--- src/rtl/parallel_serial_pkg.sv ---
// Shared definitions for the serial link: comma symbol and transmitter state encoding.
// The receiver imports the same package for its comma match.
package parallel_serial_pkg;

  localparam logic [7:0] COMMA_SYM = 8'hBC;

  typedef enum logic {
    SYNC = 1'b0,
    RUN  = 1'b1
  } state_e;

endpackage

--- src/rtl/parallel_serial_if.sv ---
// Byte handshake plus serial line signals of the transmit serializer.
// The master drives bytes in; the slave is the serializer.
interface parallel_serial_if;
  logic [7:0] data_in;
  logic       valid_in;
  logic       ready_out;
  logic       data_serial_out;
  logic       frame_start;
  logic       sync_done;
  logic       comma_collision;

  modport master (
    output data_in,
    output valid_in,
    input  ready_out,
    input  data_serial_out,
    input  frame_start,
    input  sync_done,
    input  comma_collision
  );

  modport slave (
    input  data_in,
    input  valid_in,
    output ready_out,
    output data_serial_out,
    output frame_start,
    output sync_done,
    output comma_collision
  );
endinterface

--- src/rtl/parallel_serial_byte_fifo.sv ---
// Small synchronous byte FIFO with show-ahead output (head is visible without a read cycle).
// Push while full and pop while empty are ignored.
module byte_fifo #(
  parameter int DEPTH = 4
) (
  input  logic       clk,
  input  logic       reset,
  input  logic       push,
  input  logic [7:0] din,
  input  logic       pop,
  output logic [7:0] dout,
  output logic       full,
  output logic       empty
);

  localparam int AW = $clog2(DEPTH);

  logic [7:0]    mem_q [DEPTH];
  logic [AW-1:0] wr_ptr_q, wr_ptr_d;
  logic [AW-1:0] rd_ptr_q, rd_ptr_d;
  logic [AW:0]   count_q, count_d;
  logic          do_push, do_pop;

  assign full  = (count_q == (AW+1)'(DEPTH));
  assign empty = (count_q == '0);
  // Combinational read: the serializer needs the head value at the same edge it pops.
  assign dout  = mem_q[rd_ptr_q];

  always_comb begin
    do_push  = push && !full;
    do_pop   = pop && !empty;
    wr_ptr_d = wr_ptr_q;
    rd_ptr_d = rd_ptr_q;
    count_d  = count_q;
    if (do_push) begin
      wr_ptr_d = wr_ptr_q + AW'(1);
    end
    if (do_pop) begin
      rd_ptr_d = rd_ptr_q + AW'(1);
    end
    count_d = count_q + (AW+1)'(do_push) - (AW+1)'(do_pop);
  end

  always_ff @(posedge clk) begin
    if (reset) begin
      wr_ptr_q <= '0;
      rd_ptr_q <= '0;
      count_q  <= '0;
    end else begin
      wr_ptr_q <= wr_ptr_d;
      rd_ptr_q <= rd_ptr_d;
      count_q  <= count_d;
    end
  end

  always_ff @(posedge clk) begin
    if (do_push) begin
      mem_q[wr_ptr_q] <= din;
    end
  end

endmodule

--- src/rtl/parallel_serial.sv ---
// Transmit serializer: buffers bytes, sends a comma run at bring-up, then user bytes LSB-first,
// filling idle frame slots with the comma symbol.
module parallel_serial
  import parallel_serial_pkg::*;
#(
  parameter int         FIFO_DEPTH = 4,
  parameter int         NUM_COMMA  = 6,
  parameter logic [7:0] COMMA      = COMMA_SYM
) (
  input  logic              clk,
  input  logic              reset,
  parallel_serial_if.slave  bus
);

  localparam int CW = $clog2(NUM_COMMA + 1);

  state_e        state_q, state_d;
  logic [2:0]    bit_cnt_q, bit_cnt_d;
  logic [7:0]    shreg_q, shreg_d;
  logic [CW-1:0] comma_cnt_q, comma_cnt_d;
  logic          serial_q, serial_d;
  logic          frame_start_q, frame_start_d;
  logic          sync_done_q, sync_done_d;
  logic          collision_q, collision_d;

  logic          load;
  logic          fifo_push, fifo_pop, fifo_full, fifo_empty;
  logic [7:0]    fifo_dout;

  assign fifo_push = bus.valid_in && !fifo_full;

  byte_fifo #(
    .DEPTH (FIFO_DEPTH)
  ) u_fifo (
    .clk   (clk),
    .reset (reset),
    .push  (fifo_push),
    .din   (bus.data_in),
    .pop   (fifo_pop),
    .dout  (fifo_dout),
    .full  (fifo_full),
    .empty (fifo_empty)
  );

  always_comb begin
    load          = (bit_cnt_q == 3'd7);
    state_d       = state_q;
    comma_cnt_d   = comma_cnt_q;
    fifo_pop      = 1'b0;
    collision_d   = 1'b0;
    bit_cnt_d     = bit_cnt_q + 3'd1;
    serial_d      = shreg_q[0];
    frame_start_d = (bit_cnt_q == 3'd0);
    shreg_d       = {1'b0, shreg_q[7:1]};

    // Frame boundary: pick the next symbol. The reset-loaded comma counts as the first.
    if (load) begin
      shreg_d = COMMA;
      if (state_q == SYNC) begin
        comma_cnt_d = comma_cnt_q + CW'(1);
        if (comma_cnt_q == CW'(NUM_COMMA - 1)) begin
          state_d = RUN;
        end
      end else if (!fifo_empty) begin
        shreg_d     = fifo_dout;
        fifo_pop    = 1'b1;
        collision_d = (fifo_dout == COMMA);
      end
    end

    sync_done_d = (state_d == RUN);
  end

  always_ff @(posedge clk) begin
    if (reset) begin
      state_q       <= SYNC;
      bit_cnt_q     <= 3'd0;
      shreg_q       <= COMMA;
      comma_cnt_q   <= CW'(1);
      serial_q      <= 1'b0;
      frame_start_q <= 1'b0;
      sync_done_q   <= 1'b0;
      collision_q   <= 1'b0;
    end else begin
      state_q       <= state_d;
      bit_cnt_q     <= bit_cnt_d;
      shreg_q       <= shreg_d;
      comma_cnt_q   <= comma_cnt_d;
      serial_q      <= serial_d;
      frame_start_q <= frame_start_d;
      sync_done_q   <= sync_done_d;
      collision_q   <= collision_d;
    end
  end

  assign bus.ready_out       = !fifo_full;
  assign bus.data_serial_out = serial_q;
  assign bus.frame_start     = frame_start_q;
  assign bus.sync_done       = sync_done_q;
  assign bus.comma_collision = collision_q;

endmodule

--- src/flat_wrapper.sv ---
// flat-port wrapper written by rule: the top's interface ports become plain ports
module parallel_serial_flat import parallel_serial_pkg::*;
#(
  parameter int         FIFO_DEPTH = 4,
  parameter int         NUM_COMMA  = 6,
  parameter logic [7:0] COMMA      = COMMA_SYM
)
  (clk, reset, bus_data_in, bus_valid_in, bus_ready_out, bus_data_serial_out, bus_frame_start, bus_sync_done, bus_comma_collision);
  parallel_serial_if bus_i ();
  input  logic clk;
  input  logic reset;
  input wire logic [$bits(bus_i.data_in)-1:0] bus_data_in;
  input wire logic [$bits(bus_i.valid_in)-1:0] bus_valid_in;
  output wire logic [$bits(bus_i.ready_out)-1:0] bus_ready_out;
  output wire logic [$bits(bus_i.data_serial_out)-1:0] bus_data_serial_out;
  output wire logic [$bits(bus_i.frame_start)-1:0] bus_frame_start;
  output wire logic [$bits(bus_i.sync_done)-1:0] bus_sync_done;
  output wire logic [$bits(bus_i.comma_collision)-1:0] bus_comma_collision;
  assign bus_i.data_in = bus_data_in;
  assign bus_i.valid_in = bus_valid_in;
  assign bus_ready_out = bus_i.ready_out;
  assign bus_data_serial_out = bus_i.data_serial_out;
  assign bus_frame_start = bus_i.frame_start;
  assign bus_sync_done = bus_i.sync_done;
  assign bus_comma_collision = bus_i.comma_collision;
  parallel_serial #(.FIFO_DEPTH(FIFO_DEPTH), .NUM_COMMA(NUM_COMMA), .COMMA(COMMA)) u_core (.clk(clk), .reset(reset), .bus(bus_i));
endmodule
--- config.mk ---
export PLATFORM = sky130hd
export DESIGN_NAME = parallel_serial_flat
export DESIGN_NICKNAME = d
export VERILOG_FILES = /design/src/rtl/parallel_serial_pkg.sv /design/src/rtl/parallel_serial_if.sv /design/src/rtl/parallel_serial_byte_fifo.sv /design/src/rtl/parallel_serial.sv /design/src/flat_wrapper.sv
export SDC_FILE = /design/constraint.sdc
export NUM_CORES = 1
export LEC_CHECK = 0
export CORE_MARGIN = 2
export CORE_UTILIZATION = 40
export CTS_BUF_LIST = sky130_fd_sc_hd__clkbuf_8
export DETAILED_ROUTE_END_ITERATION = 8
export PLACE_DENSITY_LB_ADDON = 0.1
export SYNTH_ARGS = -nofsm -noshare
export SYNTH_HDL_FRONTEND = slang
export SYNTH_SLANG_ARGS = --single-unit
--- constraint.sdc ---
create_clock -name clk -period 3.3 [get_ports clk]
set_input_delay 0.495 -clock clk [delete_from_list [all_inputs] [get_ports clk]]
set_output_delay 0.495 -clock clk [all_outputs]
set_load 0.03 [all_outputs]
; ---- After elaboration in Yosys (flattened, before gate mapping)
; Memory sizes are Yosys's and may differ from the RTL's. A register that Yosys moved wholly into a read port is not among the register bits.
; Index checks and enable logic that the tools add are counted.
[word_totals]
ram_bits = 32
register_bits = 25
out_inout_bits = 5
memories = 1
in_bits = 11
word_cells = 44
[mem_list]
columns = memory, depth, word_bits, read_ports, rd_ports_with_merged_regs, write_ports, line
row1 = u_core.u_fifo.mem_q, 4, 8, 1, 1, 1, parallel_serial_byte_fifo.sv:18  ; logic [7:0] mem_q [DEPTH];
[classes]
eq_ne = 4
n_reduce_logical = 9
n_bitwise = 2
addsub = 6
muxes = 12
[ops]
columns = op, n
row1 = $mux W8, 3
row2 = $eq A3 B3 Y1 const B, 3
row3 = $eq A8 B8 Y1 const B, 1
row4 = $mux W1, 7
row5 = $add A3 B1 Y3 const B, 2
row6 = $logic_not A3 Y1, 2
row7 = $add A2 B1 Y2 const B, 2
row8 = $mux W2, 2
row9 = $reduce_or A4 Y1, 1
row10 = $add A3 B1 Y3, 1
row11 = $logic_and A1 B1 Y1, 3
row12 = $sub A3 B1 Y3, 1
row13 = $logic_not A1 Y1, 2
row14 = $not A1 Y1, 2
row15 = $reduce_and A2 Y1, 1

; ---- Depth between registers and ports, before layout
[logic_depth]
ltp_word = 7
ltp_mapped = 12
mapped_depth_nobuf = 11

; ---- Modules after synthesis
; From an unflattened synthesis, not the netlist that was laid out.
[hier_totals]
cells_unflattened = 156
area_unflattened_um2 = 2348.5
[modules_own_cells]
columns = mod, area_per_inst_um2, cells_each, seq_area_each_um2, n_inst
row1 = byte_fifo, 1634.1, 93, 1141.1, 1
row2 = parallel_serial, 714.4, 63, 360.3, 1

; ---- Least setup slack after synthesis
; No wires, ideal clock.
[synth_path]
kind = flip-flop to flip-flop
from = register u_core.u_fifo.count_q[1]
to = register u_core.u_fifo.count_q[2]
setup_time_ns = 0.128
slack_ns = 0.887
path_buffers = 1
required_ns = 3.172
synth_period_minus_slack_ns = 2.413
path_stages_with_launch = 11
arrival_ns = 2.285
path_cell_list = dfxtp_1 > or3b_1 > clkbuf_1 > nand2_1 > ha_1 > inv_1 > ha_1 > fa_1 > xnor2_1 > xnor2_1 > nor2_1
[synth_via]
elab_chain_len = 6
elab_cells_between_ends = 12
classes_between = 2 x add/sub / 1 x eq/ne / 3 x mux / 6 x reduce/logical
[synth_lines]
columns = item, line
row1 = from (decl), parallel_serial_byte_fifo.sv:21  ; logic [AW:0] count_q, count_d;
row2 = from (signal assigned), parallel_serial_byte_fifo.sv:52  ; count_q <= count_d;
row3 = $eq A3 B3 Y1 (*), parallel_serial_byte_fifo.sv:24  ; assign full = (count_q == (AW+1)'(DEPTH));
row4 = $logic_not A1 Y1 (*), n/a
row5 = named net bus_ready_out, flat_wrapper.sv:14  ; output wire logic [$bits(bus_i.ready_out)-1:0] bus_ready_out;
row6 = $logic_and A1 B1 Y1, parallel_serial.sv:30  ; assign fifo_push = bus.valid_in && !fifo_full;
row7 = $logic_and A1 B1 Y1 (*), parallel_serial_byte_fifo.sv:30  ; do_push = push && !full;
row8 = $add A3 B1 Y3 (*), parallel_serial_byte_fifo.sv:41  ; count_d = count_q + (AW+1)'(do_push) - (AW+1)'(do_pop);
row9 = $sub A3 B1 Y3 (*), parallel_serial_byte_fifo.sv:41
; Mark *: on every way through the listed nets, which the timed path passes. The rest lies on a longest branch.
; A chain may end at the register's enable or synchronous reset.

; ---- Worst setup path in the final report
[layout_path]
from = register u_core.bit_cnt_q[0]
to = register u_core.u_fifo.count_q[2]
[layout_via]
elab_chain_len = 4
[layout_lines]
columns = item, line
row1 = from (decl), parallel_serial.sv:18  ; logic [2:0] bit_cnt_q, bit_cnt_d;
row2 = from (signal assigned), parallel_serial.sv:86  ; bit_cnt_q <= bit_cnt_d;
row3 = $eq A3 B3 Y1, parallel_serial.sv:46  ; load = (bit_cnt_q == 3'd7);
row4 = $mux W1, parallel_serial.sv:57  ; if (load) begin
row5 = $logic_and A1 B1 Y1, parallel_serial_byte_fifo.sv:31  ; do_pop = pop && !empty;
row6 = named net u_core.u_fifo.do_pop, parallel_serial_byte_fifo.sv:22  ; logic do_push, do_pop;
row7 = $sub A3 B1 Y3, parallel_serial_byte_fifo.sv:41
; The timed path passes the listed nets, and every way through them passes these cells.

==> reports/summary.txt <==
post-synth cell types: 38
Worst IR Drop VDD: 365 uV
clock network power share: 39.7%
Clock Tree Root: clkbuf_8
global-route wire length before repair: 6310 um
Avg Vias per Cell: 4.98
die width: 80.3 um
Finished Cell Area: 0.00273 mm2
data required time at the worst endpoint: 3.48 ns
Internal Power: 1320 uW
Switching Share: 22.2%
minimum clock period: 2.53 ns
routed vias: 1231
Mapped Cells: 152
global-route met2 utilization: 23.5%
met1 GRT Util: 15.2%
Setup TNS: 0 ns
Skew-Pair Late Insertion Delay: 0.32 ns
post-DR wirelength/cell: 15.1 um
Psw: 377 uW
Synth Net Count: 175
Worst setup SP type: register
initial antenna violation count: 0
Hold WC Path Type: reg -> reg
FF+latch count, synth: 59
# diodes: 0
# DRC: 0
Fill cells: 491
Max FO, Critical Path: 10
DRT iter0 DRCs: 50
RSZ-0062 raised after global routing: false
placed inst area: 0.00252 mm2
max_slew headroom: 41.8%
Max Slew Vio Count: 0
Fin. Hold Viols: 0
cts hold-fix bufs: 0
GRT Max-Usage Layer: met2
share of cells above drive strength 1: 10.9%
Resized cells post-CTS: 0
Power Dens Cells: 623 mW/mm2
Achievable Freq: 395 MHz
critical path type: reg -> reg
Detail Route Antenna Nets: 0
nets@finish: 193
global-route usage over all layers: 13.8%
CTS tree: yes
vias in the first global route: 1289
area grow syn2layout: 17.3%
gpl congestion: 0.703
die height: 80.3 um
Mapped Area: 0.00233 mm2
Die ar.: 0.00644 mm2
combinational power share: 9.6%
first drt pass iteration count: 4
starting density of the core: 41.8%
sequential power share: 50.7%
Worst Max-Slew Pin Slew: 0.871 ns
# setup viols final: 0
largest net degree at the start of global routing: 27
Port Buffer Count: 15
IO Count: 16
syn avg cell area: 15.3 um2
CP arrival: 2.71 ns
Sink Count: 59
Final Cycle Share: 76.7%
grt met3 use: 5.39%
clk slew on worst S/H paths: 0.06 ns
status: complete, no violations
yosys warns: 0
CP endpoint kind: register
GR Overflow Total: 0
Max Buffers Root-to-Sink: 2
Cell Rows: 27
HPWL after DPL: 2520 um
Post-CTS Setup Bufs: 0
Lkg Pwr: 0.000988 uW
Routed WL: 3740 um
core box area: 0.00557 mm2
CTS buffer count: 9
clk_skew: 0.00642 ns
H-tree levels: 3
sequential-to-total area share from yosys stat: 64.5%
number of max-cap violations: 0
flip-flops by register name, indices dropped and copies added (netlist names), named ones only:
name,count
u_core.u_fifo.wr_ptr_q,2
u_core.bus.sync_done,1
u_core.bit_cnt_q,3
u_core.shreg_q,8
u_core.bus.comma_collision,1
u_core.comma_cnt_q,3
u_core.u_fifo.count_q,3
u_core.bus.data_serial_out,1
u_core.bus.frame_start,1
u_core.u_fifo.rd_ptr_q,2
u_core.u_fifo.mem_q,32
critical path: stages, from the launching register on:
cell      delay (ns)
dfxtp_1         0.33
ha_1            0.20
ha_1            0.32
o311ai_4        0.19
inv_1           0.09
ha_1            0.29
inv_1           0.04
ha_1            0.18
fa_1            0.38
xnor2_1         0.18
xnor2_1         0.13
nor2_1          0.05
through the flow:
step	setup WS [ns]	cells	hold WS (ns)	utilization (%)	total power [uW]
after floorplan	0.887	152	0.402	-	981
after detailed placement	0.699	231	0.426	45.2	1040
after global placement	0.783	231	0.415	45.2	1030
final	0.769	247	0.434	49.0	1700
after global routing	0.564	247	0.459	49.0	1780
after CTS	0.749	247	0.442	49.0	1720
placed cells by master, fill, tap and decap left out, drive strengths merged, types with 2 or more instances in the layout:
master	synthesis	layout
edfxtp	32	32
dfxtp	27	27
clkdlybuf4s50	0	15
inv	10	12
ha	11	11
nor2	9	9
clkbuf	4	9
mux4	8	8
nor2b	6	6
and3	4	4
xnor2	4	4
o32a	4	4
a21oi	3	3
a22o	3	3
clkinv	0	3
nand2b	2	2
a21o	2	2
nand3	2	2
o21ai	2	2
bufinv	0	2
cell families after synthesis:
family / synth area share [%]
simple gates: 8.01
mux: 8.55
xor+xnor: 1.88
buf+inv: 3.60
compound gates: 6.67
fa+ha+maj: 6.77
flops: 64.5
cell type report:
| cell class | count | area [um2] | share of cell area [%] |
|---|---|---|---|
| clock buffer | 9 | 124 | 4.54 |
| clock inverter | 7 | 85.1 | 3.12 |
| inverter | 10 | 37.5 | 1.37 |
| multi-input combinational | 75 | 742 | 27.2 |
| sequential | 59 | 1500 | 55.0 |
| tap | 72 | 90.1 | 3.30 |
| timing repair buffer | 15 | 150 | 5.50 |
cell usage after synthesis:
cell	instances	area [um2]
a22o_2	1	10.0
nor3b_1	1	7.51
clkbuf_1	3	11.3
buf_1	1	3.75
fa_1	1	20.0
or2_2	1	6.26
o31ai_1	1	7.51
o32a_1	4	40.0
a31oi_1	1	6.26
buf_6	1	11.3
xnor2_1	4	35.0
a21oi_1	3	15.0
nor4b_1	1	8.76
nand2b_1	2	12.5
o21ai_0	2	10.0
and3_1	4	25.0
nor2_1	9	33.8
clkbuf_2	1	5.00
nand3b_1	1	7.51
a21o_1	2	15.0
or3b_1	1	8.76
ha_1	11	138
a211oi_1	1	7.51
or3_1	1	6.26
nand4b_1	1	8.76
nor2b_1	6	37.5
nor4bb_1	1	10.0
inv_1	10	37.5
xor2_1	1	8.76
buf_4	2	15.0
dfxtp_1	27	541
nand3_1	2	10.0
mux4_2	3	67.6
o311ai_4	1	26.3
a22o_1	2	17.5
edfxtp_1	32	961
mux4_1	5	131
nand2_1	1	3.75
routing by layer:
layer / vias up / part of all wire, %
met3: 4 / 3.7
li1: 596 / -
met2: 19 / 52
met5: - / 0
met1: 612 / 43
met4: 0 / 1.2
worst paths after layout:
check,startpoint,end,slack [ns],cells after the start
hold / removal,u_core.bit_cnt_q[2],u_core.bus.frame_start,0.43,1
setup reg to reg,u_core.bit_cnt_q[0],u_core.u_fifo.count_q[2],0.77,11
setup / recovery,u_core.bit_cnt_q[0],u_core.u_fifo.count_q[2],0.77,11
hold reg to reg,u_core.bit_cnt_q[2],u_core.bus.frame_start,0.43,1
power groups by stage:
stage	Clock [uW]	Sequential, uW	Combinational (uW)
2_1_floorplan	0	873	109
3_3_place_gp	0	874	158
3_5_place_dp	0	876	165
4_1_cts	695	862	165
5_1_grt	731	866	185
6_report	675	861	164
(Power assumes the default switching activity.)
